### src/rtl/tx_serial_pkg.sv
// tx_serial_pkg
// Shared definitions for the BCD-to-ASCII serial transmitter:
//   - FSM state encodings (4-bit codes, also shown on the debug display)
//   - ASCII constants used by the character map
//   - frame length helper as a function of the number of stop bits
package tx_serial_pkg;

    localparam logic [3:0] EST_INICIAL     = 4'd0;
    localparam logic [3:0] EST_PREPARACAO  = 4'd1;
    localparam logic [3:0] EST_TRANSMISSAO = 4'd2;
    localparam logic [3:0] EST_PROXIMO     = 4'd3;
    localparam logic [3:0] EST_FINAL       = 4'd4;

    typedef enum logic [3:0] {
        ST_INICIAL     = EST_INICIAL,
        ST_PREPARACAO  = EST_PREPARACAO,
        ST_TRANSMISSAO = EST_TRANSMISSAO,
        ST_PROXIMO     = EST_PROXIMO,
        ST_FINAL       = EST_FINAL
    } estado_t;

    localparam logic [6:0] ASCII_ZERO     = 7'h30;
    localparam logic [6:0] ASCII_INVALIDO = 7'h3F;
    localparam logic [6:0] ASCII_CR       = 7'h0D;
    localparam logic [6:0] ASCII_LF       = 7'h0A;

    // start + 7 data + parity + stop bits
    function automatic int unsigned comprimento_quadro(input int unsigned stop_bits);
        return 32'd9 + stop_bits;
    endfunction

endpackage

### src/rtl/tx_serial_quadro.sv
// tx_serial_quadro
// Sends one asynchronous frame: start(0), 7 data bits LSB-first, parity,
// STOP_BITS stop bits(1). Each bit lasts DIV_TICK clock cycles.
// Ports:
//   clock      in  system clock
//   reset      in  synchronous active-high reset
//   carrega    in  load a new frame (restarts the tick counter)
//   dado[6:0]  in  7-bit character to send
//   fim_quadro out one-cycle pulse in the last cycle of the last stop bit
//   serial     out registered serial bit, idle high
module tx_serial_quadro
    import tx_serial_pkg::*;
#(
    parameter int DIV_TICK  = 434,
    parameter int PARIDADE  = 0,
    parameter int STOP_BITS = 2
) (
    input  logic       clock,
    input  logic       reset,
    input  logic       carrega,
    input  logic [6:0] dado,
    output logic       fim_quadro,
    output logic       serial
);

    localparam int unsigned    L        = comprimento_quadro(STOP_BITS);
    localparam int             TW       = $clog2(DIV_TICK);
    localparam logic [TW-1:0]  TICK_MAX = TW'(DIV_TICK - 1);
    localparam logic [3:0]     BIT_MAX  = 4'(L - 1);

    logic [TW-1:0] r_tick;
    logic [3:0]    r_bit;
    logic [L-2:0]  r_quadro;   // bits still to send after the start bit
    logic          r_ativo;
    logic          r_serial;

    logic w_paridade;
    logic w_fim_bit;

    // Even parity makes the total count of ones even; odd flips it.
    assign w_paridade = (^dado) ^ (PARIDADE != 0);
    assign w_fim_bit  = r_ativo && (r_tick == TICK_MAX);
    assign fim_quadro = w_fim_bit && (r_bit == BIT_MAX);
    assign serial     = r_serial;

    always_ff @(posedge clock) begin
        if (reset) begin
            r_ativo  <= 1'b0;
            r_serial <= 1'b1;
            r_tick   <= '0;
            r_bit    <= '0;
        end else if (carrega) begin
            r_ativo  <= 1'b1;
            r_serial <= 1'b0;
            r_tick   <= '0;
            r_bit    <= '0;
        end else if (w_fim_bit) begin
            r_tick   <= '0;
            r_bit    <= r_bit + 4'd1;
            r_serial <= r_quadro[0];
            if (fim_quadro) begin
                r_ativo  <= 1'b0;
                r_serial <= 1'b1;
            end
        end else if (r_ativo) begin
            r_tick <= r_tick + 1'b1;
        end
    end

    // Payload shifter; ones are shifted in so the line stays high afterwards.
    always_ff @(posedge clock) begin
        if (carrega) begin
            r_quadro <= {{STOP_BITS{1'b1}}, w_paridade, dado};
        end else if (w_fim_bit) begin
            r_quadro <= {1'b1, r_quadro[L-2:1]};
        end
    end

endmodule

### src/rtl/tx_bcd_ascii_serial.sv
// tx_bcd_ascii_serial
// Latches NUM_DIGITOS BCD digits on a rising edge of inicio and sends them
// MSD-first as ASCII serial frames, followed by SEPARADOR.
// Build option: define TX_CRLF_EN to append CR and LF after SEPARADOR.
// Ports:
//   clock, reset          system clock, synchronous active-high reset
//   inicio                start request (level, edge-detected internally)
//   dados                 BCD digits, MSD in the top nibble
//   saida_serial          registered serial line, idle high
//   pronto                one-cycle pulse at the end of the message
//   ocupado               high from preparacao through final
//   db_inicio, db_saida_serial, db_estado, db_indice  debug copies
module tx_bcd_ascii_serial
    import tx_serial_pkg::*;
#(
    parameter int         NUM_DIGITOS = 3,
    parameter int         DIV_TICK    = 434,
    parameter int         PARIDADE    = 0,
    parameter int         STOP_BITS   = 2,
    parameter logic [6:0] SEPARADOR   = 7'h23
) (
    input  logic                     clock,
    input  logic                     reset,
    input  logic                     inicio,
    input  logic [4*NUM_DIGITOS-1:0] dados,
    output logic                     saida_serial,
    output logic                     pronto,
    output logic                     ocupado,
    output logic                     db_inicio,
    output logic                     db_saida_serial,
    output logic [3:0]               db_estado,
    output logic [3:0]               db_indice
);

`ifdef TX_CRLF_EN
    localparam int NUM_CHARS = NUM_DIGITOS + 3;
`else
    localparam int NUM_CHARS = NUM_DIGITOS + 1;
`endif
    localparam logic [3:0] ULTIMO = 4'(NUM_CHARS - 1);

    estado_t                  r_estado;
    estado_t                  w_proximo;
    logic                     r_inicio_ant;
    logic [4*NUM_DIGITOS-1:0] r_dados;
    logic [3:0]               r_indice;

    logic       w_borda;
    logic       w_carrega;
    logic       w_fim_quadro;
    logic       w_serial;
    logic [3:0] w_digito;
    logic [6:0] w_char;

    function automatic logic [6:0] bcd_para_ascii(input logic [3:0] d);
        return (d <= 4'd9) ? (ASCII_ZERO | {3'b000, d}) : ASCII_INVALIDO;
    endfunction

    assign w_borda = inicio & ~r_inicio_ant;

    always_ff @(posedge clock) begin
        if (reset) begin
            r_estado <= ST_INICIAL;
        end else begin
            r_estado <= w_proximo;
        end
    end

    always_comb begin
        w_proximo = r_estado;
        w_carrega = 1'b0;
        pronto    = 1'b0;
        ocupado   = 1'b0;
        case (r_estado)
            ST_INICIAL: begin
                if (w_borda) w_proximo = ST_PREPARACAO;
            end
            ST_PREPARACAO: begin
                ocupado   = 1'b1;
                w_carrega = 1'b1;
                w_proximo = ST_TRANSMISSAO;
            end
            ST_TRANSMISSAO: begin
                ocupado = 1'b1;
                if (w_fim_quadro) w_proximo = ST_PROXIMO;
            end
            ST_PROXIMO: begin
                ocupado   = 1'b1;
                w_proximo = (r_indice == ULTIMO) ? ST_FINAL : ST_PREPARACAO;
            end
            ST_FINAL: begin
                ocupado   = 1'b1;
                pronto    = 1'b1;
                w_proximo = ST_INICIAL;
            end
            default: w_proximo = ST_INICIAL;
        endcase
    end

    // Edge detector starts at 1 so a request held through reset is not taken.
    always_ff @(posedge clock) begin
        if (reset) begin
            r_inicio_ant <= 1'b1;
            r_indice     <= '0;
        end else begin
            r_inicio_ant <= inicio;
            if (r_estado == ST_INICIAL && w_borda) begin
                r_indice <= '0;
            end else if (r_estado == ST_PROXIMO && r_indice != ULTIMO) begin
                r_indice <= r_indice + 4'd1;
            end
        end
    end

    always_ff @(posedge clock) begin
        if (r_estado == ST_INICIAL && w_borda) begin
            r_dados <= dados;
        end
    end

    // Index 0 selects the most significant digit.
    always_comb begin
        w_digito = '0;
        for (int k = 0; k < NUM_DIGITOS; k++) begin
            if (r_indice == 4'(k)) w_digito = r_dados[4*(NUM_DIGITOS-1-k) +: 4];
        end
    end

    always_comb begin
        w_char = SEPARADOR;
        if (r_indice < 4'(NUM_DIGITOS)) begin
            w_char = bcd_para_ascii(w_digito);
        end
`ifdef TX_CRLF_EN
        else if (r_indice == 4'(NUM_DIGITOS + 1)) begin
            w_char = ASCII_CR;
        end else if (r_indice == 4'(NUM_DIGITOS + 2)) begin
            w_char = ASCII_LF;
        end
`endif
    end

    tx_serial_quadro #(
        .DIV_TICK  (DIV_TICK),
        .PARIDADE  (PARIDADE),
        .STOP_BITS (STOP_BITS)
    ) u_quadro (
        .clock      (clock),
        .reset      (reset),
        .carrega    (w_carrega),
        .dado       (w_char),
        .fim_quadro (w_fim_quadro),
        .serial     (w_serial)
    );

    assign saida_serial    = w_serial;
    assign db_inicio       = inicio;
    assign db_saida_serial = w_serial;
    assign db_estado       = r_estado;
    assign db_indice       = r_indice;

endmodule

### config.mk
export PLATFORM = sky130hd
export DESIGN_NAME = tx_bcd_ascii_serial
export DESIGN_NICKNAME = d
export VERILOG_FILES = /design/src/rtl/tx_serial_pkg.sv /design/src/rtl/tx_serial_quadro.sv /design/src/rtl/tx_bcd_ascii_serial.sv
export SDC_FILE = /design/constraint.sdc
export NUM_CORES = 1
export LEC_CHECK = 0
export BUFFER_PORTS_ARGS = -buffer_cell sky130_fd_sc_hd__clkbuf_2
export CAP_MARGIN = 20
export CORE_ASPECT_RATIO = 1.75
export CORE_MARGIN = 5
export CORE_UTILIZATION = 40
export CTS_BUF_LIST = sky130_fd_sc_hd__clkbuf_4 sky130_fd_sc_hd__clkbuf_8
export DETAILED_ROUTE_END_ITERATION = 8
export PLACE_DENSITY = 0.7
export SYNTH_ARGS = -nofsm -noshare
export SYNTH_HDL_FRONTEND = slang
export SYNTH_SLANG_ARGS = --single-unit
### constraint.sdc
create_clock -name clock -period 1.8 [get_ports clock]
set_input_delay 0.36 -clock clock [delete_from_list [all_inputs] [get_ports clock]]
set_output_delay 0.36 -clock clock [all_outputs]
set_load 0.02 [all_outputs]
== After elaboration in Yosys (flattened, before gate mapping) ==
Index checks and enable logic that the tools add are counted.
Cells by class
  reduce and logical (&&, ||, !) cells: 15
  bitwise logic cells: 2
  add/sub/neg operators: 3
  magnitude comparators: 2
  eq/ne operators: 12
  multiplexer cells: 20
Operator list (count)
  $mux 4: 6
  $eq 4x2->1 const B: 4
  $mux 8: 2
  $pmux 4 s4: 1
  $add 9x1->9 const B: 1
  $eq 9x9->1 const B: 1
  $mux 1: 9
  $add 4x1->4 const B: 2
  $eq 4x1->1 const B: 2
  $logic_not 4->1: 2
  $reduce_xor 7->1: 1
  $mux 5: 1
  $eq 4x3->1 const B: 1
  $eq 4x4->1 const B: 1
  $le 4x4->1 const B: 1
  $logic_and 1x1->1: 4
  $lt 4x2->1 const B: 1
  $ne 4x2->1 const B: 1
  $reduce_and 2->1: 2
  $reduce_bool 2->1: 2
  $reduce_or 2->1: 2
  $reduce_or 4->1: 1
  $mux 3: 1
  $reduce_or 3->1: 1
  4 further kinds: 4
Word-level totals
  word-level logic and storage cells: 63
  input port bits: 15
  output and inout port bits: 13
  flip-flop bits (word level): 44

== Depth between registers and ports, before layout ==
Gate-level depths: netlist (run 1).
  depth in word-level cells: 9
  depth in mapped cells: 8
  mapped depth without buffers: 7

== Modules after synthesis ==
From an unflattened synthesis (run 1), not the netlist that was laid out.
Second synthesis, totals
  cell total of the unflattened synthesis: 196
  area total of the unflattened synthesis: 2140.8 um2
Modules (own cells, without submodules)
  tx_serial_quadro: cells an instance 109, times used 1, seq. area each 540.5 um2, area an instance 1158.6 um2
  tx_bcd_ascii_serial: cells an instance 87, times used 1, seq. area each 520.5 um2, area an instance 982.2 um2

== Worst setup path before layout (run 1) ==
Ideal clock, no wire load.
  kind: reg-to-reg
  from: register r_indice[1], in the netlist db_indice[1]
  to: register u_quadro.r_quadro[7] (data pin)
  path buffers: 0
  cell stages (with the launch flop): 8
  setup slack: -0.222 ns
  clock period less this slack: 2.022 ns
  arrival: 1.752 ns
  required time: 1.530 ns
  setup time: 0.270 ns
  path through: dfxtp_1 inv_1 ha_1 nand3b_1 a221oi_2 xnor2_1 xnor2_1 o21ai_1
On the way
  word-level cells in the longest chain between the ends: 9
  elaborated cells between the ends (all ways): 12
  classes of those cells: order compare: 2; eq/ne: 2; mux: 6; reduce/logical: 2
RTL lines
  start: declaration: RTL line tx_bcd_ascii_serial.sv:46  | logic [3:0] r_indice;
  start signal: assignment: RTL line tx_bcd_ascii_serial.sv:110  | r_indice <= r_indice + 4'd1;
  $logic_not 4->1: RTL line tx_bcd_ascii_serial.sv:125  | if (r_indice == 4'(k)) w_digito = r_dados[4*(NUM_DIGITOS-1-k) +: 4];
  $mux 4 (3 in series): RTL line tx_bcd_ascii_serial.sv:125
  $le 4x4->1: RTL line tx_bcd_ascii_serial.sv:56  | return (d <= 4'd9) ? (ASCII_ZERO | {3'b000, d}) : ASCII_INVALIDO;
  $mux 4: RTL line tx_bcd_ascii_serial.sv:56
  $mux 5 *: RTL line tx_bcd_ascii_serial.sv:131  | if (r_indice < 4'(NUM_DIGITOS)) begin
  $reduce_xor 7->1 *: RTL line tx_serial_quadro.sv:41  | assign w_paridade = (^dado) ^ (PARIDADE != 0);
  $mux 8 *: RTL line tx_serial_quadro.sv:72  | if (carrega) begin
  end signal: assignment: RTL line tx_serial_quadro.sv:73  | r_quadro <= {{STOP_BITS{1'b1}}, w_paridade, dado};
  end signal: assignment: RTL line tx_serial_quadro.sv:75  | r_quadro <= {1'b1, r_quadro[L-2:1]};
  end: declaration: RTL line tx_serial_quadro.sv:33  | logic [L-2:0] r_quadro;
Mark *: on every way between the ends. The rest lies on a longest branch, timed or not.
A chain may end at the register's enable or synchronous reset.

== Final worst setup path (run 1) ==
Ends and elaborated chain as after synthesis.

==> flow_summary.yaml, run 1 <==
finish:
  fin_nets: 255
  layout_overhead_on_the_synthesized_area_pct: 22.70
  num_antenna_cells: 0
  layout-drive-gt1-share: 0.3090
pwr:
  ir_drop_v: 0.0005155
  powerDensity_nw_per_um2: 734.7
  power_leakage_nw: 0.9571
setup_path:
  worstSetupPathType: "flop to flop"
  timing.rr.start: "db_indice[1]$_SDFFE_PP0P_"
  critical_path.max_fanout: 8
  ff2ff_setup_slack_ps: 4
  r2r_cells: 7
  cpMaxStageDelayCell: "sky130_fd_sc_hd__dfxtp_4"
  critical_path.top_delay_family: "compound AO/OA/AOI/OAI gates"
  critPathBufInv: 1
  worstPathCellList: "inv_4, ha_4, nand3b_1, a221oi_4, xnor2_1, xnor2_1, o21ai_1"
  critical_path.most_common_cell: "sky130_fd_sc_hd__xnor2_1"
  worstSetupEndpointType: "flop"
  crit_required_ps: 1830
  cp.arrival_ps: 1830
  timing.rr.end: "u_quadro.r_quadro[7]$_SDFFCE_PN1P_"
  cpPeakStageDelay_ps: 380
  crit_path_start_kind: "flop"
clocking:
  cts_buffer_depth: 2
  root_buffer: "sky130_fd_sc_hd__clkbuf_8"
  tritoncts: "built"
  tritoncts.num_buffers: 5
  clock_pin_slew_on_the_worst_setup_and_hold_paths_ps: 80
  clock_sink_count: 43
  post_cts_hold_buffer_count: 0
  clock_tree.htree_level_count: 2
  source_to_sink_clock_delay_at_the_later_pin_of_the_worst_skew_pair_ps: 290
run:
  cap_viol_max_count: 0
floorplanning:
  number_of_standard_cell_rows_in_the_floorplan: 34
  fp.dieW_um: 63.46
  design.die.area_um2: 6572
  io_pins: 28
  fp.dieH_um: 103.6
  floorplan.core_area_um2: 4935
  floorplan.initialDensity: 0.4054
synth:
  synthDominantCellAreaShare: 0.3002
  netlist_instances: 189
  synth.top_cells.by_count: "sky130_fd_sc_hd__nor2_1 (31), sky130_fd_sc_hd__dfxtp_1 (23), sky130_fd_sc_hd__edfxtp_1 (20)"
  post_synth_instance_area_um2: 2001
  avgSynthCellArea_um2: 10.59
  dominant_cells_by_area_after_synthesis: "sky130_fd_sc_hd__edfxtp_1 (30%), sky130_fd_sc_hd__dfxtp_1 (23%), sky130_fd_sc_hd__nor2_1 (5.8%)"
  synth_area_leader_cell: "sky130_fd_sc_hd__edfxtp_1"
  dominantRegCellSynth: "sky130_fd_sc_hd__dfxtp_1"
  most_common_cell_in_the_netlist: "sky130_fd_sc_hd__nor2_1"
  synth_sequential_area_ratio: 0.5303
  async_reset_ff_frac: 0
  yosysWarnings: 0
  yosys_register_bits: 43
  post_synth_edffs: 20
  synth.distinct_cells: 41
  syn_nets: 212
timing:
  endpoints_failing_setup: 0
  grt_setup_unrepaired: "true"
  maxClockFrequency_mhz: 556.7
  final.setup.tns_ps: 0
  finalCriticalPeriod_ps: 1796
  final_setup_slack_of_the_worst_path_ps: 3.734
  finalCritPeriodShare: 0.9979
  final-max-slew-violation-count: 0
  worst_clock_skew_ps: 6.011
  report.final.hold_viol_count: 0
detailed_routing:
  vias: 1409
  ant_nets: 0
  drt_first_iter_violations: 25
  drt_drc_violations_left: 0
  avgViaCountPerCell: 4.909
  drt_pass1_iterations: 3
  route.final.wire_length_um: 3485
  wire_per_inst_um: 12.14
placed_design:
  port_buffers: 26
  place.detailed.hpwl_um: 2686
  place_worst_setup_slack_ps: -47.50
  final_weighted_congestion_in_routability_driven_placement: 0.7391
min_path:
  timing.hold.worst.class: "primary input to flop"
  hold_depth: 1
  hold_path_startpoint: "dados[0]"
  hold_worst_path_end: "r_dados[0]$_DFFE_PP_"
run_status:
  run_status: "completed"
global_routing:
  grtUsageTotal: 0.1119
  maximum_number_of_pins_on_one_net_before_global_route_repair: 13
  grt_first_pass_wirelength_um: 5927
  overflow: 0
  initial_antenna_violation_count: 0
  number_of_global_route_vias_before_repair: 1369
-- cells in the final DEF, fill, tap and decap left out, drive strengths merged, types with 8 or more instances in the layout --
| cell type | instances |
|---|---|
| nor2 | 31 |
| edfxtp | 20 |
| xor2 | 8 |
| ha | 8 |
| nand2 | 12 |
| xnor2 | 10 |
| dfxtp | 23 |
| clkbuf | 32 |
| buf | 20 |
| inv | 8 |
-- how the worst max path moves through the flow --
stage,depth (start not counted),startpoint,slack [ps],to
final,7,db_indice[1]$_SDFFE_PP0P_,4,u_quadro.r_quadro[7]$_SDFFCE_PN1P_
after CTS,7,db_indice[1]$_SDFFE_PP0P_,10,u_quadro.r_quadro[7]$_SDFFCE_PN1P_
after global routing,7,db_indice[1]$_SDFFE_PP0P_,-50,u_quadro.r_quadro[7]$_SDFFCE_PN1P_
after detailed placement,7,db_indice[0]$_SDFFE_PP0P_,-50,u_quadro.r_quadro[7]$_SDFFCE_PN1P_
after floorplan,6,db_estado[2]$_SDFFE_PP0P_,-9,u_quadro.r_quadro[7]$_SDFFCE_PN1P_
after global placement,7,db_indice[0]$_SDFFE_PP0P_,20,u_quadro.r_quadro[7]$_SDFFCE_PN1P_
-- metal layers --
layer / up-vias / wire length, µm / share of wire / GRT usage
met5: - / 0 / 0 / 0
met4: 0 / 91 / 0.026 / 0.06389
met3: 9 / 117 / 0.034 / 0.03034
met2: 25 / 1874 / 0.54 / 0.1969
met1: 650 / 1401 / 0.40 / 0.1147
li1: 725 / - / - / -
-- state kept, by name, summed over array words and instances (netlist names) --
name	cells
r_dados	12
u_quadro.r_tick	9
u_quadro.r_quadro	8
db_indice	4
u_quadro.r_bit	4
db_estado	3
r_inicio_ant	1
u_quadro.r_ativo	1
u_quadro.serial	1
-- metrics by stage --
step	std cells	total power, mW	utilization	hold slack [ps]	area [µm²]
6_report	287	1.804	0.4975	239.0	2455
2_1_floorplan	189	1.184	-	432.4	2036
3_5_place_dp	275	1.240	0.4622	479.9	2281
4_1_cts	283	1.824	0.4863	226.2	2400
3_3_place_gp	275	1.236	0.4622	476.8	2281
5_1_grt	287	1.894	0.4975	225.3	2455
-- area by class of cell --
| class | instances | area, µm² |
|---|---|---|
| fillers | 459 | 2480 |
| flip-flops and latches | 43 | 1075 |
| multi-input cells | 128 | 903.4 |
| repair buffers | 46 | 292.8 |
| clock buffers | 6 | 76.32 |
| well taps | 54 | 67.56 |
| inverters | 8 | 32.53 |
| clock inverters | 2 | 7.507 |
-- where the power goes --
| part | switching [mW] | internal, mW |
|---|---|---|
| logic | 0.0869 | 0.0752 |
| clock network | 0.304 | 0.280 |
| registers | 0.0111 | 1.05 |
-- cells by family (layout without fill, tap and decap cells) --
group | Yosys count | after routing | share of synthesized area
xor gates and xnor gates | 18 | 18 | 0.07880
AOI/OAI and AO/OA | 23 | 23 | 0.09256
muxes | 1 | 1 | 0.005003
buffers and inverters | 18 | 62 | 0.04690
and+or+nand+nor | 77 | 77 | 0.1945
other | 1 | 1 | 0.001874
DFF | 43 | 43 | 0.5303
adders and majority gates | 8 | 8 | 0.05003
-- what timing repair did --
action,in CTS,in global routing
hold endpoints to repair,0,0
pin swaps,3,6
resized for setup,7,5
endpoints found under the setup margin,2,21
buffers inserted,0,4
-- worst register-to-register path, cell delays in order (launching register included) --
cell	delay, ps
sky130_fd_sc_hd__dfxtp_4	380
sky130_fd_sc_hd__inv_4	50
sky130_fd_sc_hd__ha_4	170
sky130_fd_sc_hd__nand3b_1	210
sky130_fd_sc_hd__a221oi_4	330
sky130_fd_sc_hd__xnor2_1	170
sky130_fd_sc_hd__xnor2_1	140
sky130_fd_sc_hd__o21ai_1	80
No activity file was read; power rests on OpenSTA's default activity.
==> inputs of run 2 (changes only) <==
--- a/config.mk
+++ b/config.mk
@@ -9,10 +9,10 @@
 export CAP_MARGIN = 20
 export CORE_ASPECT_RATIO = 1.75
 export CORE_MARGIN = 5
-export CORE_UTILIZATION = 40
+export CORE_UTILIZATION = 53
 export CTS_BUF_LIST = sky130_fd_sc_hd__clkbuf_4 sky130_fd_sc_hd__clkbuf_8
 export DETAILED_ROUTE_END_ITERATION = 8
-export PLACE_DENSITY = 0.7
+export PLACE_DENSITY = 0.87
 export SYNTH_ARGS = -nofsm -noshare
 export SYNTH_HDL_FRONTEND = slang
 export SYNTH_SLANG_ARGS = --single-unit
==> run 2 against run 1 <==
Compared with the run above: cell count decreased by 4.2%; non-clock buffer count shrank 4; combinational power hardly changed; first-iteration DRC count is 88% higher; largest power group unchanged; clock-buffer cell count fell by 1; global-route usage is 5.1 points higher; via count grew 4.5%; utilization rose by 17 points.
==> flow_summary.yaml, run 2 (synthesis results as in run 1) <==
finish:
  max_ffs_per_register: 12
  mostFrequentLayoutCell: "sky130_fd_sc_hd__nor2_1"
  num_antenna_cells: 0
  layout_overhead_on_the_synthesized_area_pct: 20.95
  layout-drive-gt1-share: 0.3100
  top_regs: "r_dados x12, u_quadro.r_tick x9, u_quadro.r_quadro x8"
  fin_nets: 251
  register_ranked_first_by_flip_flop_count: "r_dados"
  layout_common_cells: "sky130_fd_sc_hd__nor2_1 (31), sky130_fd_sc_hd__clkbuf_2 (26), sky130_fd_sc_hd__edfxtp_1 (20)"
setup_path:
  crit_path_start_kind: "flop"
  critical_path_origin: "db_indice[0]$_SDFFE_PP0P_"
  cp.arrival_ps: 1820
  worstSetupPathType: "flop to flop"
  timing.rr.start: "db_indice[0]$_SDFFE_PP0P_"
  crit_required_ps: 1840
  worstSetupEndpointType: "flop"
  critical_path.max_fanout: 6
floorplanning:
  fp.dieW_um: 56.45
  fp.dieH_um: 91.28
  number_of_standard_cell_rows_in_the_floorplan: 29
  floorplan.initialDensity: 0.5514
  floorplan.core_area_um2: 3628
  design.die.area_um2: 5152
  io_pins: 28
pwr:
  ir_drop_v: 0.0008045
  power_leakage_nw: 0.9410
  post-layout-total-power_mw: 1.798
  powerDensity_nw_per_um2: 743.0
min_path:
  timing.hold.worst.class: "primary input to flop"
  hold_path_startpoint: "dados[11]"
timing:
  worst_clock_skew_ps: 3.568
  finalCritPeriodShare: 0.9890
  finalCriticalPeriod_ps: 1780
  final-max-slew-violation-count: 0
  endpoints_failing_setup: 0
  report.final.hold_viol_count: 0
  maxClockFrequency_mhz: 561.7
  final_setup_slack_of_the_worst_path_ps: 19.82
  grt_setup_unrepaired: "true"
placed_design:
  place.detailed.hpwl_um: 2828
  port_buffers: 26
  final_weighted_congestion_in_routability_driven_placement: 0.8105
  place_worst_setup_slack_ps: -48.29
run_status:
  run_status: "completed"
global_routing:
  number_of_global_route_vias_before_repair: 1562
  grtUsageTotal: 0.1626
  grt_first_pass_wirelength_um: 6658
  initial_antenna_violation_count: 0
  maximum_number_of_pins_on_one_net_before_global_route_repair: 14
  overflow: 0
detailed_routing:
  avgViaCountPerCell: 5.353
  drt_first_iter_violations: 47
  ant_nets: 0
  wire_per_inst_um: 14.05
  drt_pass1_iterations: 4
  drt_drc_violations_left: 0
  vias: 1472
  route.final.wire_length_um: 3864
clocking:
  root_buffer: "sky130_fd_sc_hd__clkbuf_8"
  tritoncts: "built"
  tritoncts.num_buffers: 5
  source_to_sink_clock_delay_at_the_later_pin_of_the_worst_skew_pair_ps: 290
  cts_buffer_depth: 2
  clock_pin_slew_on_the_worst_setup_and_hold_paths_ps: 80
  clock_tree.htree_level_count: 2
  clock_sink_count: 43
run:
  cap_viol_max_count: 0
==> run 2: cell count changes in the layout (fill, tap and decap cells not counted), sizes merged <==
cell and delta:
clkbuf -1, buf -4, clkinv +1
==> run 2: repair_timing <==
item / CTS / global route
setup endpoints to repair: 2 / 22
resized for setup: 8 / 5
hold buffers: 0 / 0
setup buffers: 2 / 1
pin swaps: 4 / 2
==> run 2: per-layer routing <==
metal  part of all wire  GRT usage  wire length, µm  vias up
li1                   -          -                -      723
met1               0.36     0.1500             1386      713
met2               0.59     0.3301             2272       26
met3              0.031    0.02837              119       10
met4              0.022    0.06535               85        0
met5                  0          0                0        -
==> run 2: metrics by stage <==
stage	instances	util	hold slack (ps)	cell area (µm²)	setup TNS, ps
6_report	275	0.6669	239.7	2420	0
5_1_grt	275	0.6669	228.1	2420	-37.59
4_1_cts	274	0.6572	237.9	2385	0
3_5_place_dp	264	0.6197	480.8	2248	-58.87
3_3_place_gp	264	0.6197	476.1	2248	0
2_1_floorplan	189	-	432.4	2036	-8.511
==> run 2: area by class of cell <==
type / count / area (µm²)
Fill cell: 288 / 1209
Clock inverter: 3 / 15.01
Clock buffer: 5 / 68.82
Timing Repair Buffer: 42 / 250.2
Inverter: 8 / 32.53
Tap cell: 46 / 57.56
Sequential cell: 43 / 1074
Multi-Input combinational cell: 128 / 922.1
==> run 2: worst max-delay path, stage by stage, from the launching register on <==
cell and delay (ps):
sky130_fd_sc_hd__dfxtp_4 370, sky130_fd_sc_hd__inv_2 60, sky130_fd_sc_hd__ha_4 190, sky130_fd_sc_hd__buf_4 170, sky130_fd_sc_hd__a221oi_4 340, sky130_fd_sc_hd__xnor2_1 180
sky130_fd_sc_hd__xnor2_1 140, sky130_fd_sc_hd__o21ai_1 70
==> run 2: worst paths after layout <==
kind	to	slack, ps	cells past startpoint
min	r_dados[11]$_DFFE_PP_	240	1
max reg2reg	u_quadro.r_quadro[7]$_SDFFCE_PN1P_	20	7
max	u_quadro.r_quadro[7]$_SDFFCE_PN1P_	20	7
min reg2reg	db_estado[1]$_SDFFE_PP0P_	490	1
==> run 2: report_power, final <==
| group | internal (mW) | switching [mW] |
|---|---|---|
| combinational | 0.0730 | 0.0904 |
| clock | 0.265 | 0.311 |
| sequential | 1.05 | 0.0117 |
| total | 1.38 | 0.413 |
